## config.mk

```make
export PLATFORM = sky130hd
export DESIGN_NAME = i2c_req_arbiter
export DESIGN_NICKNAME = d
export VERILOG_FILES = /design/src/rtl/i2c_pkg.sv /design/src/rtl/rr_pick.sv /design/src/rtl/i2c_req_arbiter.sv
export SDC_FILE = /design/constraint.sdc
export NUM_CORES = 1
export LEC_CHECK = 0
export CAP_MARGIN = 15
export CORE_MARGIN = 2
export CORE_UTILIZATION = 45
export CTS_BUF_LIST = sky130_fd_sc_hd__clkbuf_4
export CTS_CLUSTER_SIZE = 14
export DETAILED_ROUTE_END_ITERATION = 7
export PLACE_DENSITY = 0.81
export SYNTH_ARGS = -nofsm -noshare
export SYNTH_HDL_FRONTEND = slang
export SYNTH_SLANG_ARGS = --single-unit
```

## constraint.sdc

```tcl
create_clock -name clk -period 2.4 [get_ports clk]
set_clock_uncertainty 0.1 [all_clocks]
set_input_delay 0.72 -clock clk [delete_from_list [all_inputs] [get_ports clk]]
set_output_delay 0.72 -clock clk [all_outputs]
set_load 0.01 [all_outputs]
```

## src/rtl/i2c_pkg.sv

```systemverilog
// ============================================================================
// i2c_pkg : shared types for the I2C request arbiter            rev 1.0
// ============================================================================
`default_nettype none

package i2c_pkg;

   localparam int I2C_ADDR_W = 7;
   localparam int I2C_DATA_W = 8;

   typedef enum logic [2:0] {
      IDLE   = 3'd0,
      ISSUE  = 3'd1,
      WAIT   = 3'd2,
      GAP    = 3'd3,
      FINISH = 3'd4
   } arb_state_t;

   typedef struct packed {
      logic [I2C_ADDR_W-1:0] addr;
      logic [I2C_DATA_W-1:0] wdata;
      logic                  write;
   } i2c_cmd_t;

endpackage : i2c_pkg

`default_nettype wire

```

## src/rtl/rr_pick.sv

```systemverilog
// ============================================================================
// rr_pick : combinational round-robin selector (first set bit at/after ptr)
// rev 1.0
// ============================================================================
`default_nettype none

module rr_pick #(
   parameter int NUM_REQ = 2,
   parameter int IDX_W   = 1
) (
   input  logic [NUM_REQ-1:0] i_req,
   input  logic [IDX_W-1:0]   i_ptr,
   output logic [NUM_REQ-1:0] o_onehot,
   output logic [IDX_W-1:0]   o_idx,
   output logic               o_valid
);

   logic [2*NUM_REQ-1:0] w_req_dbl;
   logic [NUM_REQ-1:0]   w_rot;
   logic [IDX_W-1:0]     w_off;
   logic                 w_found;
   logic [NUM_REQ-1:0]   w_oh_rot;
   logic [2*NUM_REQ-1:0] w_oh_dbl;
   logic [IDX_W:0]       w_sum;

   // Rotate so bit k of w_rot is requester (ptr + k) mod NUM_REQ.
   assign w_req_dbl = {i_req, i_req} >> i_ptr;
   assign w_rot     = w_req_dbl[NUM_REQ-1:0];

   always_comb begin
      w_found = 1'b0;
      w_off   = '0;
      for (int k = 0; k < NUM_REQ; k++) begin
         if (!w_found && w_rot[k]) begin
            w_found = 1'b1;
            w_off   = IDX_W'(k);
         end
      end
   end

   assign w_oh_rot = w_found ? ({{(NUM_REQ-1){1'b0}}, 1'b1} << w_off) : '0;
   assign w_oh_dbl = {w_oh_rot, w_oh_rot} << i_ptr;
   assign o_onehot = w_oh_dbl[2*NUM_REQ-1:NUM_REQ];

   assign w_sum   = {1'b0, i_ptr} + {1'b0, w_off};
   assign o_idx   = (w_sum >= (IDX_W+1)'(NUM_REQ)) ? IDX_W'(w_sum - (IDX_W+1)'(NUM_REQ))
                                                   : IDX_W'(w_sum);
   assign o_valid = w_found;

endmodule : rr_pick

`default_nettype wire

```

## src/rtl/i2c_req_arbiter.sv

```systemverilog
// ============================================================================
// i2c_req_arbiter : round-robin share of one I2C master core, with retry
// and watchdog                                                   rev 1.0
// ============================================================================
`default_nettype none

module i2c_req_arbiter
   import i2c_pkg::*;
#(
   parameter int NUM_REQ        = 2,
   parameter int MAX_RETRY      = 2,
   parameter int GAP_CYCLES     = 16,
   parameter int TIMEOUT_CYCLES = 4095
) (
   input  logic                          clk,
   input  logic                          rst_n,
   input  logic [NUM_REQ-1:0]            i_req,
   input  logic [NUM_REQ*I2C_ADDR_W-1:0] i_req_addr,
   input  logic [NUM_REQ*I2C_DATA_W-1:0] i_req_wdata,
   input  logic [NUM_REQ-1:0]            i_req_write,
   output logic [NUM_REQ-1:0]            o_gnt,
   output logic [NUM_REQ-1:0]            o_done,
   output logic [NUM_REQ-1:0]            o_err,
   output logic [I2C_DATA_W-1:0]         o_rdata,
   output logic [I2C_ADDR_W-1:0]         o_m_addr,
   output logic [I2C_DATA_W-1:0]         o_m_wdata,
   output logic                          o_m_write,
   output logic                          o_m_dv,
   input  logic                          i_m_ready,
   input  logic                          i_m_data_valid,
   input  logic [I2C_DATA_W-1:0]         i_m_rdata,
   input  logic                          i_m_error
);

   localparam int c_idx_w   = (NUM_REQ > 1) ? $clog2(NUM_REQ) : 1;
   localparam int c_retry_w = $clog2(MAX_RETRY + 1);
   localparam int c_gap_w   = $clog2(GAP_CYCLES + 1);
   localparam int c_tmo_w   = $clog2(TIMEOUT_CYCLES + 1);

   localparam logic [c_retry_w-1:0] c_max_retry = c_retry_w'(MAX_RETRY);
   localparam logic [c_gap_w-1:0]   c_gap_max   = c_gap_w'(GAP_CYCLES);
   localparam logic [c_tmo_w-1:0]   c_tmo_max   = c_tmo_w'(TIMEOUT_CYCLES);
   localparam logic [c_idx_w-1:0]   c_last_idx  = c_idx_w'(NUM_REQ - 1);

   arb_state_t                r_state;
   i2c_cmd_t                  r_cmd;
   logic [NUM_REQ-1:0]        r_gnt;
   logic [NUM_REQ-1:0]        r_done;
   logic [NUM_REQ-1:0]        r_err;
   logic [c_idx_w-1:0]        r_idx;
   logic [c_idx_w-1:0]        r_ptr;
   logic [c_retry_w-1:0]      r_retry;
   logic [c_gap_w-1:0]        r_gap;
   logic [c_tmo_w-1:0]        r_tmo;
   logic [I2C_DATA_W-1:0]     r_rdata;

   i2c_cmd_t [NUM_REQ-1:0]    w_cmds;
   logic [NUM_REQ-1:0]        w_pick_oh;
   logic [c_idx_w-1:0]        w_pick_idx;
   logic                      w_pick_vld;
   logic [c_gap_w-1:0]        w_gap_nxt;
   logic [c_tmo_w-1:0]        w_tmo_nxt;
   logic [c_idx_w-1:0]        w_ptr_nxt;

   generate
      for (genvar g = 0; g < NUM_REQ; g++) begin : g_unpack
         assign w_cmds[g].addr  = i_req_addr[g*I2C_ADDR_W +: I2C_ADDR_W];
         assign w_cmds[g].wdata = i_req_wdata[g*I2C_DATA_W +: I2C_DATA_W];
         assign w_cmds[g].write = i_req_write[g];
      end
   endgenerate

   rr_pick #(
      .NUM_REQ (NUM_REQ),
      .IDX_W   (c_idx_w)
   ) u_rr_pick (
      .i_req    (i_req),
      .i_ptr    (r_ptr),
      .o_onehot (w_pick_oh),
      .o_idx    (w_pick_idx),
      .o_valid  (w_pick_vld)
   );

   // Counters saturate at their terminal value instead of wrapping.
   assign w_gap_nxt = (r_gap == c_gap_max) ? r_gap : r_gap + 1'b1;
   assign w_tmo_nxt = (r_tmo == c_tmo_max) ? r_tmo : r_tmo + 1'b1;
   assign w_ptr_nxt = (r_idx == c_last_idx) ? '0 : r_idx + 1'b1;

   always_ff @(posedge clk or negedge rst_n) begin
      if (!rst_n) begin
         r_state <= IDLE;
         r_cmd   <= '0;
         r_gnt   <= '0;
         r_done  <= '0;
         r_err   <= '0;
         r_idx   <= '0;
         r_ptr   <= '0;
         r_retry <= '0;
         r_gap   <= '0;
         r_tmo   <= '0;
         r_rdata <= '0;
      end else begin
         r_done <= '0;
         r_err  <= '0;
         case (r_state)
            IDLE: begin
               if (w_pick_vld) begin
                  r_cmd   <= w_cmds[w_pick_idx];
                  r_gnt   <= w_pick_oh;
                  r_idx   <= w_pick_idx;
                  r_retry <= '0;
                  r_state <= ISSUE;
               end
            end
            ISSUE: begin
               if (i_m_ready) begin
                  r_tmo   <= '0;
                  r_state <= WAIT;
               end
            end
            WAIT: begin
               // Error has priority over a simultaneous completion.
               if (i_m_error) begin
                  if (r_retry < c_max_retry) begin
                     r_retry <= r_retry + 1'b1;
                     r_gap   <= '0;
                     r_state <= GAP;
                  end else begin
                     r_err   <= r_gnt;
                     r_state <= FINISH;
                  end
               end else if (r_cmd.write && i_m_ready) begin
                  r_done  <= r_gnt;
                  r_state <= FINISH;
               end else if (!r_cmd.write && i_m_data_valid) begin
                  r_rdata <= i_m_rdata;
                  r_done  <= r_gnt;
                  r_state <= FINISH;
               end else if (w_tmo_nxt == c_tmo_max) begin
                  r_err   <= r_gnt;
                  r_state <= FINISH;
               end else begin
                  r_tmo <= w_tmo_nxt;
               end
            end
            GAP: begin
               if (w_gap_nxt == c_gap_max) begin
                  r_state <= ISSUE;
               end else begin
                  r_gap <= w_gap_nxt;
               end
            end
            FINISH: begin
               r_gnt   <= '0;
               r_ptr   <= w_ptr_nxt;
               r_state <= IDLE;
            end
            default: begin
               r_state <= IDLE;
            end
         endcase
      end
   end

   // dv is qualified by ready combinationally so it can never fire while the core is busy.
   assign o_m_dv    = (r_state == ISSUE) && i_m_ready;
   assign o_m_addr  = r_cmd.addr;
   assign o_m_wdata = r_cmd.wdata;
   assign o_m_write = r_cmd.write;
   assign o_gnt     = r_gnt;
   assign o_done    = r_done;
   assign o_err     = r_err;
   assign o_rdata   = r_rdata;

endmodule : i2c_req_arbiter

`default_nettype wire

```

==> metrics, run 1 <==
LEAKAGE=1.88 nW; crit path from=r_tmo[1]$_DFFE_PN0P_; MaxCap Viol Count=0; initial antenna violation count=0; DRT iter0 DRCs=198; CTS Hold Bufs=0; Post-Synthesis Cells=304; vias in the first global route=2740; Initial Util=46.9%; post-detailed-routing wire length=7.42 mm; Detail Route Antenna Nets=0; element type at the critical path end=flop; Tcrit/Tclk final=99.4%; Avg WL per Cell=15.1 um; met2 GRT Util=37.6%; worst hold margin=0.182 ns; largest family of logic cells by synthesized area=compound AO/OA/AOI/OAI gates; Pwr per Cell Area=904 nW/um2; status=finished with violations; post-route minimum period=2.38 ns; reg2reg start=r_tmo[1]$_DFFE_PN0P_; final setup fails=0; mux cell area share after synthesis=8.97%; Max FO, Critical Path=8; total global routing track utilization=21.7%; layout cells sized above 1=21.0%; Top FF cell, synth=dfrtp_1; synthesis-to-finish area growth=40.2%; final non-filler cell total=492; Worst R2R End=r_tmo[10]$_DFFE_PN0P_; TritonCTS clock tree=done; first-pass GRT wire length=12.6 mm; CTS sink count=54; WP data required=2.63 ns; Max IR drop VDD=498 uV; R2R setup slack=0.02 ns; Global Route met3 Usage=4.62%; Achievable Freq=419 MHz; largest net degree at the start of global routing=55; Crit Path Class=reg2reg; half-perimeter wire length after placement=5.62 mm; Nets=464; Synth Area in Adders=1.25%; Vias/cell=5.51; Clk Latency, worst-skew pair=0.39 ns; Most Used Layer, Global Route=met2; Critical Path Start Type=flop; failing checks=design-rule violations; CTS Buf Count=5; Syn Nets=354; Reg2Reg Depth=8; syn_area_per_cell=9.91 um2; async set-reset flop share out of synthesis=100%; routability congestion estimate=0.906; Hold Crit Class=in2async; clk buf depth=2; # fillers=512; Synth Area in Compound Gates=18.5%; YS warnings=0; xor and xnor area share after synthesis=1.45%; Final Hold Viols=0; Post-Synth Simple-Gate Area=18.5%; register area share after synthesis=44.9%; Rows=29; CP arrival=2.61 ns; worst slew pin tran=0.348 ns; diode count=0; Core Footprint=6420 um2; RSZ-0062 raised after global routing=yes; number of synthesized flops with an enable pin=0; Setup TNS=0 ns; root buf cell=clkbuf_4; H-tree depth=2; number of synthesized register bits=54; DRT Pass-1 Iters=7; DR vias=2713; die area=7370 um2; io pins=78; Yosys cell types=53; mapped cell area=3010 um2; # port buffers=77; Die H=85.8 um; Post-Place Cells=483; met1 Resource Use GR=26.8%; DRC=1; die width=85.8 um; Relative slew margins=76.7%; max-slew violations=0; GRT overflow=0; clk slew on worst S/H paths=0.16 ns
==> worst max-delay path by stage <==
stage,cells after the start,slack (ns),endpoint
6_report,8,0.02,r_tmo[10]$_DFFE_PN0P_
5_1_grt,8,-0.05,r_tmo[10]$_DFFE_PN0P_
4_1_cts,8,-0.006,r_tmo[11]$_DFFE_PN0P_
3_5_place_dp,4,-0.47,o_m_dv
3_3_place_gp,4,-0.48,o_m_dv
2_1_floorplan,9,0.01,r_tmo[0]$_DFFE_PN0P_
==> cell type report <==
| type | instances | area, um2 | share of cell area, % |
|---|---|---|---|
| flip-flops and latches | 54 | 1350 | 32.0 |
| clock buffers | 6 | 45.0 | 1.07 |
| clock inverters | 2 | 37.5 | 0.889 |
| well taps | 77 | 96.3 | 2.28 |
| inverters | 7 | 27.5 | 0.652 |
| multi-input cells | 224 | 1540 | 36.4 |
| repair buffers | 122 | 1130 | 26.7 |
==> critical path, stage by stage, from the launching register on <==
cell,delay [ns]
dfrtp_1,0.43
ha_4,0.17
nand4_4,0.10
or4_4,0.45
a21oi_4,0.14
o21ai_2,0.08
or3_4,0.38
a21oi_4,0.28
o22a_1,0.20
==> report_power, final <==
part           leakage, nW  total (mW)  switching, mW  internal [mW]
logic                 1.15        1.85          0.881          0.973
clock network       0.0419       0.524          0.293          0.231
registers            0.695        1.44          0.227           1.21
==> state kept, by name, summed over array words and instances, names as in the netlist <==
| signal | cells |
|---|---|
| o_gnt | 2 |
| o_m_addr | 7 |
| o_rdata | 8 |
| r_idx | 1 |
| o_m_write | 1 |
| r_retry | 2 |
| r_gap | 5 |
| o_err | 2 |
| o_m_wdata | 8 |
| r_tmo | 12 |
| o_done | 2 |
| r_ptr | 1 |
| r_state | 3 |
==> synth_stat cells (all sizes together) (2+ instances only) <==
cell / instances / area (um2)
and2: 2 / 12.5
o22a: 8 / 70.1
a21oi: 15 / 90.1
mux2i: 18 / 180
nand3: 24 / 120
or3: 4 / 32.5
nand4: 3 / 40.0
dfrtp: 54 / 1350
nor3: 6 / 35.0
clkbuf: 9 / 33.8
nor2: 16 / 60.1
nand2b: 2 / 12.5
ha: 3 / 37.5
a21boi: 3 / 22.5
xor2: 2 / 17.5
xnor2: 3 / 26.3
o211ai: 2 / 15.0
a41oi: 2 / 17.5
o21ai: 32 / 160
and3: 11 / 76.3
buf: 8 / 70.1
nand2: 30 / 113
inv: 6 / 22.5
mux2: 8 / 90.1
o31ai: 6 / 55.1
a32oi: 2 / 17.5
bufbuf: 2 / 65.1
or4: 2 / 15.0
nand3b: 2 / 15.0
a31oi: 9 / 56.3
==> cells by family after synthesis <==
logic type / after synthesis
AO/OA/AOI/OAI: 85
adder cells (fa/ha/maj): 3
multiplexers: 26
buffers and inverters: 26
AND/OR/NAND/NOR: 105
flip-flops: 54
XOR/XNOR: 5
==> per-stage QoR <==
step	utilization, %	setup WS, ns	instance area [um2]	total power [mW]
finish	65.8	0.0155	4220	3.82
detailed placement	63.3	-0.467	4070	3.30
floorplan	-	0.0122	3020	2.37
global route	65.8	-0.0460	4220	4.08
CTS	65.5	-0.00576	4210	3.84
global placement	63.3	-0.478	4070	3.21
==> routing by layer <==
| layer | vias to the layer above | wire, um |
|---|---|---|
| met2 | 74 | 3710 |
| met4 | 0 | 155 |
| met5 | - | 0 |
| met3 | 12 | 370 |
| met1 | 1298 | 3180 |
| li1 | 1329 | - |
==> cells in the final DEF, fill, tap and decap left out, types with 8 or more instances in the layout <==
| cell | count |
|---|---|
| clkdlybuf4s50_1 | 74 |
| dfrtp_1 | 54 |
| buf_4 | 43 |
| o21ai_0 | 31 |
| nand2_1 | 30 |
| nand3_1 | 23 |
| mux2i_1 | 18 |
| nor2_1 | 14 |
| a21oi_1 | 11 |
| a31oi_1 | 9 |
| and3_1 | 8 |
| o22a_1 | 8 |
| mux2_2 | 8 |
==> what timing repair did <==
item                                    CTS  global route
cloned                                    0             0
pin swaps                                 5             9
setup buffers                             1             0
endpoints found under the setup margin    9            15
gates resized for setup                  14             5
Note: power is estimated with default switching activity, not from simulation.
==> run 2, diff against run 1 <==
Settings changed: ABC_AREA set to 1, CORE_MARGIN 2 to 4.
==> run 2 against run 1 <==
Effect of this change: the flow now finishes without violations; first-iteration DRC count increased by 4.5%; die area increased by 9.9%; setup slack improved by 0.080 ns; sequential power about the same; cell count increased by 15%; fmax increased by 3.5%; final area decreased by 2.6%; count of clock-buffer cells in the layout unchanged; hold slack improved by 0.029 ns; critical path type is now in2out; largest cell class unchanged.
==> metrics, run 2 <==
status=complete, no violations; clk slew on worst S/H paths=0.15 ns (about the same); Critical Path End=o_m_dv; syn_area_per_cell=7.79 um2 (-21%); Reg with most FFs=r_tmo; async set-reset flop share out of synthesis=100% (unchanged); fin worst setup slack=0.0956 ns (+0.0802 ns); # port buffers=77 (unchanged); initial antenna violation count=0 (unchanged); Yosys cell types=35 (-34%); Avg WL per Cell=13.2 um (-12%); Core Footprint=6420 um2 (unchanged); Max IR drop VDD=604 uV (+21%); WP depth=4 (-4); final setup fails=0 (unchanged); MaxCap Viol Count=0 (unchanged); vias in the first global route=2862 (+4.5%); max-slew violations=0 (unchanged); DR vias=2941 (+8.4%); H-tree depth=2 (unchanged); post-detailed-routing wire length=7.44 mm (+0.31%); Register Area=1350 um2 (about the same); TritonCTS clock tree=done; # fillers=540 (+5.5%); die width=90.0 um (+4.8%); count leader, synth=nand2_1; Worst R2R End=r_tmo[1]$_DFFE_PN0P_; clk buf depth=2 (unchanged); Sw Ratio=39.4% (+2.7 points); RSZ-0062 raised after global routing=no; Post-Synthesis Cells=388 (+28%); GRT overflow=0 (unchanged); die area=8090 um2 (+9.9%); commonest cells in the synthesized netlist=nand2_1 (97), dfrtp_1 (54), o21ai_0 (41); Cell Area, Placed=3960 um2 (-2.6%); Initial Util=47.1% (+0.16 points); most common cell after layout, fill and taps aside=nand2_1; largest family of logic cells by synthesized area=simple AND/OR/NAND/NOR gates; Worst path slowest cell=clkdlybuf4s50_1; total global routing track utilization=18.9% (-2.8 points); mux cell area share after synthesis=2.98% (-6.0 points); routability congestion estimate=0.858 (-5.3%); number of synthesized register bits=54 (unchanged); Synth Area in Compound Gates=11.8% (-6.7 points); Final Power=3.90 mW (+2.3%); Post-Place Cells=549 (+14%); CP Cell Sequence=clkdlybuf4s50_1, inv_1, nor2_1, buf_2; dpl ws=-0.381 ns (+0.0860 ns); R2R setup slack=0.17 ns (+0.15 ns); Detail Route Antenna Nets=0 (unchanged); part of the power in registers=36.1% (-1.6 points); mapped cell area=3020 um2 (+0.33%); commonest non-fill, non-tap cells in the layout=nand2_1 (96), clkdlybuf4s50_1 (75), dfrtp_1 (53), o21ai_0 (41), nor2_1 (40); Net Sw Power=1.54 mW (+9.7%); diode count=0 (unchanged); Rows=29 (unchanged); CP arrival=1.48 ns (-1.13 ns); Reg2Reg Depth=14 (+6); YS warnings=0 (unchanged); CTS Hold Bufs=0 (unchanged); DRT Pass-1 Iters=4 (-3); LEAKAGE=1.85 nW (-1.5%); Area contributors post-synth=dfrtp_1 (45%), nand2_1 (12%), o21ai_0 (6.8%), nand3_1 (6.0%), nor2_1 (5.0%); delay-heaviest family, CP=buffers and inverters; Pwr per Cell Area=949 nW/um2 (+5.0%); first-pass GRT wire length=12.8 mm (+0.98%); Setup TNS=0 ns (unchanged); CTS Buf Count=5 (unchanged); synthesis-to-finish area growth=36.1%; largest net degree at the start of global routing=55 (unchanged); Hold Crit Class=in2async; Nets=536 (+16%); xor and xnor area share after synthesis=1.16% (-0.29 points); Syn Nets=438 (+24%); number of synthesized flops with an enable pin=0 (unchanged); root buf cell=clkbuf_4; Vias/cell=5.21 (-5.4%); Final Hold Viols=0 (unchanged); register area share after synthesis=44.7% (-0.15 points); DRC=0 (-1); half-perimeter wire length after placement=5.64 mm (+0.33%); Clock Power Share=13.2% (-0.5 points); Post-Layout Inst Area=4110 um2 (-2.6%); Tcrit/Tclk final=96.0% (-3.3 points); Top FF cell, synth=dfrtp_1; final non-filler cell total=564 (+15%); Post-Synth Simple-Gate Area=31.1% (+13 points); Synth Area in Adders=1.24% (-0.0041 points); Achievable Freq=434 MHz (+3.5%); post-route minimum period=2.30 ns (-0.0802 ns); WP data required=1.58 ns (-1.05 ns); Crit Path Class=in2out; Die H=90.0 um (+4.8%); area of the multi-input gates=1490 um2 (-3.1%); Gate power share=50.7% (+2.1 points); Max FO, Critical Path=2 (-6); Synth top area share=44.7% (-0.15 points); Largest register FFs=12 (unchanged); Critical Path Start Type=input port; element type at the critical path end=output port; worst hold margin=0.211 ns (+0.0292 ns); worst slew pin tran=0.647 ns (+0.300 ns); Critical path buffers and inverters=3 (+3); Internal=2.37 mW (-2.0%); DRT iter0 DRCs=207 (+4.5%); layout cells sized above 1=13.6% (-7.4 points); crit path from=i_m_ready; io pins=78 (unchanged); crit-path max cell delay=0.49 ns (+0.04 ns); Relative slew margins=56.7% (-20 points); final core utilization=64.1% (-1.7 points); leading area contributor after synthesis=dfrtp_1; CTS sink count=54 (unchanged); Clk Latency, worst-skew pair=0.37 ns (-0.02 ns); reg2reg start=r_tmo[1]$_DFFE_PN0P_
==> run 2: cell count changes after synthesis, sizes merged, moves of 7 or more <==
| cell | delta |
|---|---|
| a21oi | -7 |
| a31oi | -9 |
| and3 | -11 |
| inv | +31 |
| mux2i | -18 |
| nand2 | +74 |
| nand3 | +13 |
| nor2 | +31 |
| o21ai | +14 |
| o22a | -8 |
==> run 2: power by group through the flow <==
stage	registers, mW	clock network [mW]	logic, mW
3_3_place_gp	1.42	0	1.89
4_1_cts	1.41	0.534	1.93
2_1_floorplan	1.51	0	1.02
5_1_grt	1.46	0.576	2.22
6_report	1.41	0.515	1.98
3_5_place_dp	1.43	0	1.93
==> run 2: per-layer routing <==
layer | vias to the layer above | part of all wire [%] | GRT usage, %
met5 | - | 0 | 0
met1 | 1345 | 41 | 22.9
met2 | 111 | 46 | 30.6
li1 | 1471 | - | -
met4 | 0 | 2.0 | 6.51
met3 | 14 | 11 | 7.43
==> run 2: area by class of cell <==
class                           instances  area share (%)
Multi-Input combinational cell        286            36.2
Timing Repair Buffer                  100            23.0
Inverter                               39            3.56
Clock buffer                            6            1.09
Clock inverter                          2           0.912
Tap cell                               77            2.34
Sequential cell                        54            32.9
==> run 2: how the worst min path moves through the flow <==
stage,from,slack (ns),to
final,rst_n,0.21,r_tmo[5]$_DFFE_PN0P_
after global routing,rst_n,0.20,r_tmo[9]$_DFFE_PN0P_
after CTS,rst_n,0.21,r_tmo[9]$_DFFE_PN0P_
after detailed placement,o_m_addr[5]$_DFFE_PN0P_,0.37,o_m_addr[5]$_DFFE_PN0P_
after global placement,r_idx$_DFFE_PN0P_,0.36,r_idx$_DFFE_PN0P_
after floorplan,rst_n,0.32,o_done[0]$_DFF_PN0_
==> run 2: kinds of logic after synthesis <==
group | count (synthesis)
buffers and inverters | 49
AOI/OAI and AO/OA | 66
muxes | 8
and+or+nand+nor | 204
adders and majority gates | 3
DFF | 54
xor gates and xnor gates | 4
==> run 2: timing repair <==
item,CTS,global route
endpoints found under the setup margin,1,12
buffers inserted,0,6
gates cloned,0,1
resized for setup,4,5
pin swaps,0,2
==> run 2: worst register-to-register path, delay by kind of cell (launching register included) <==
family	cells	cell delay (ns)
buffers and inverters	1	0.14
flip-flops	1	0.42
AND/OR/NAND/NOR	11	1.15
AO/OA/AOI/OAI	1	0.13
adder cells (fa/ha/maj)	1	0.24
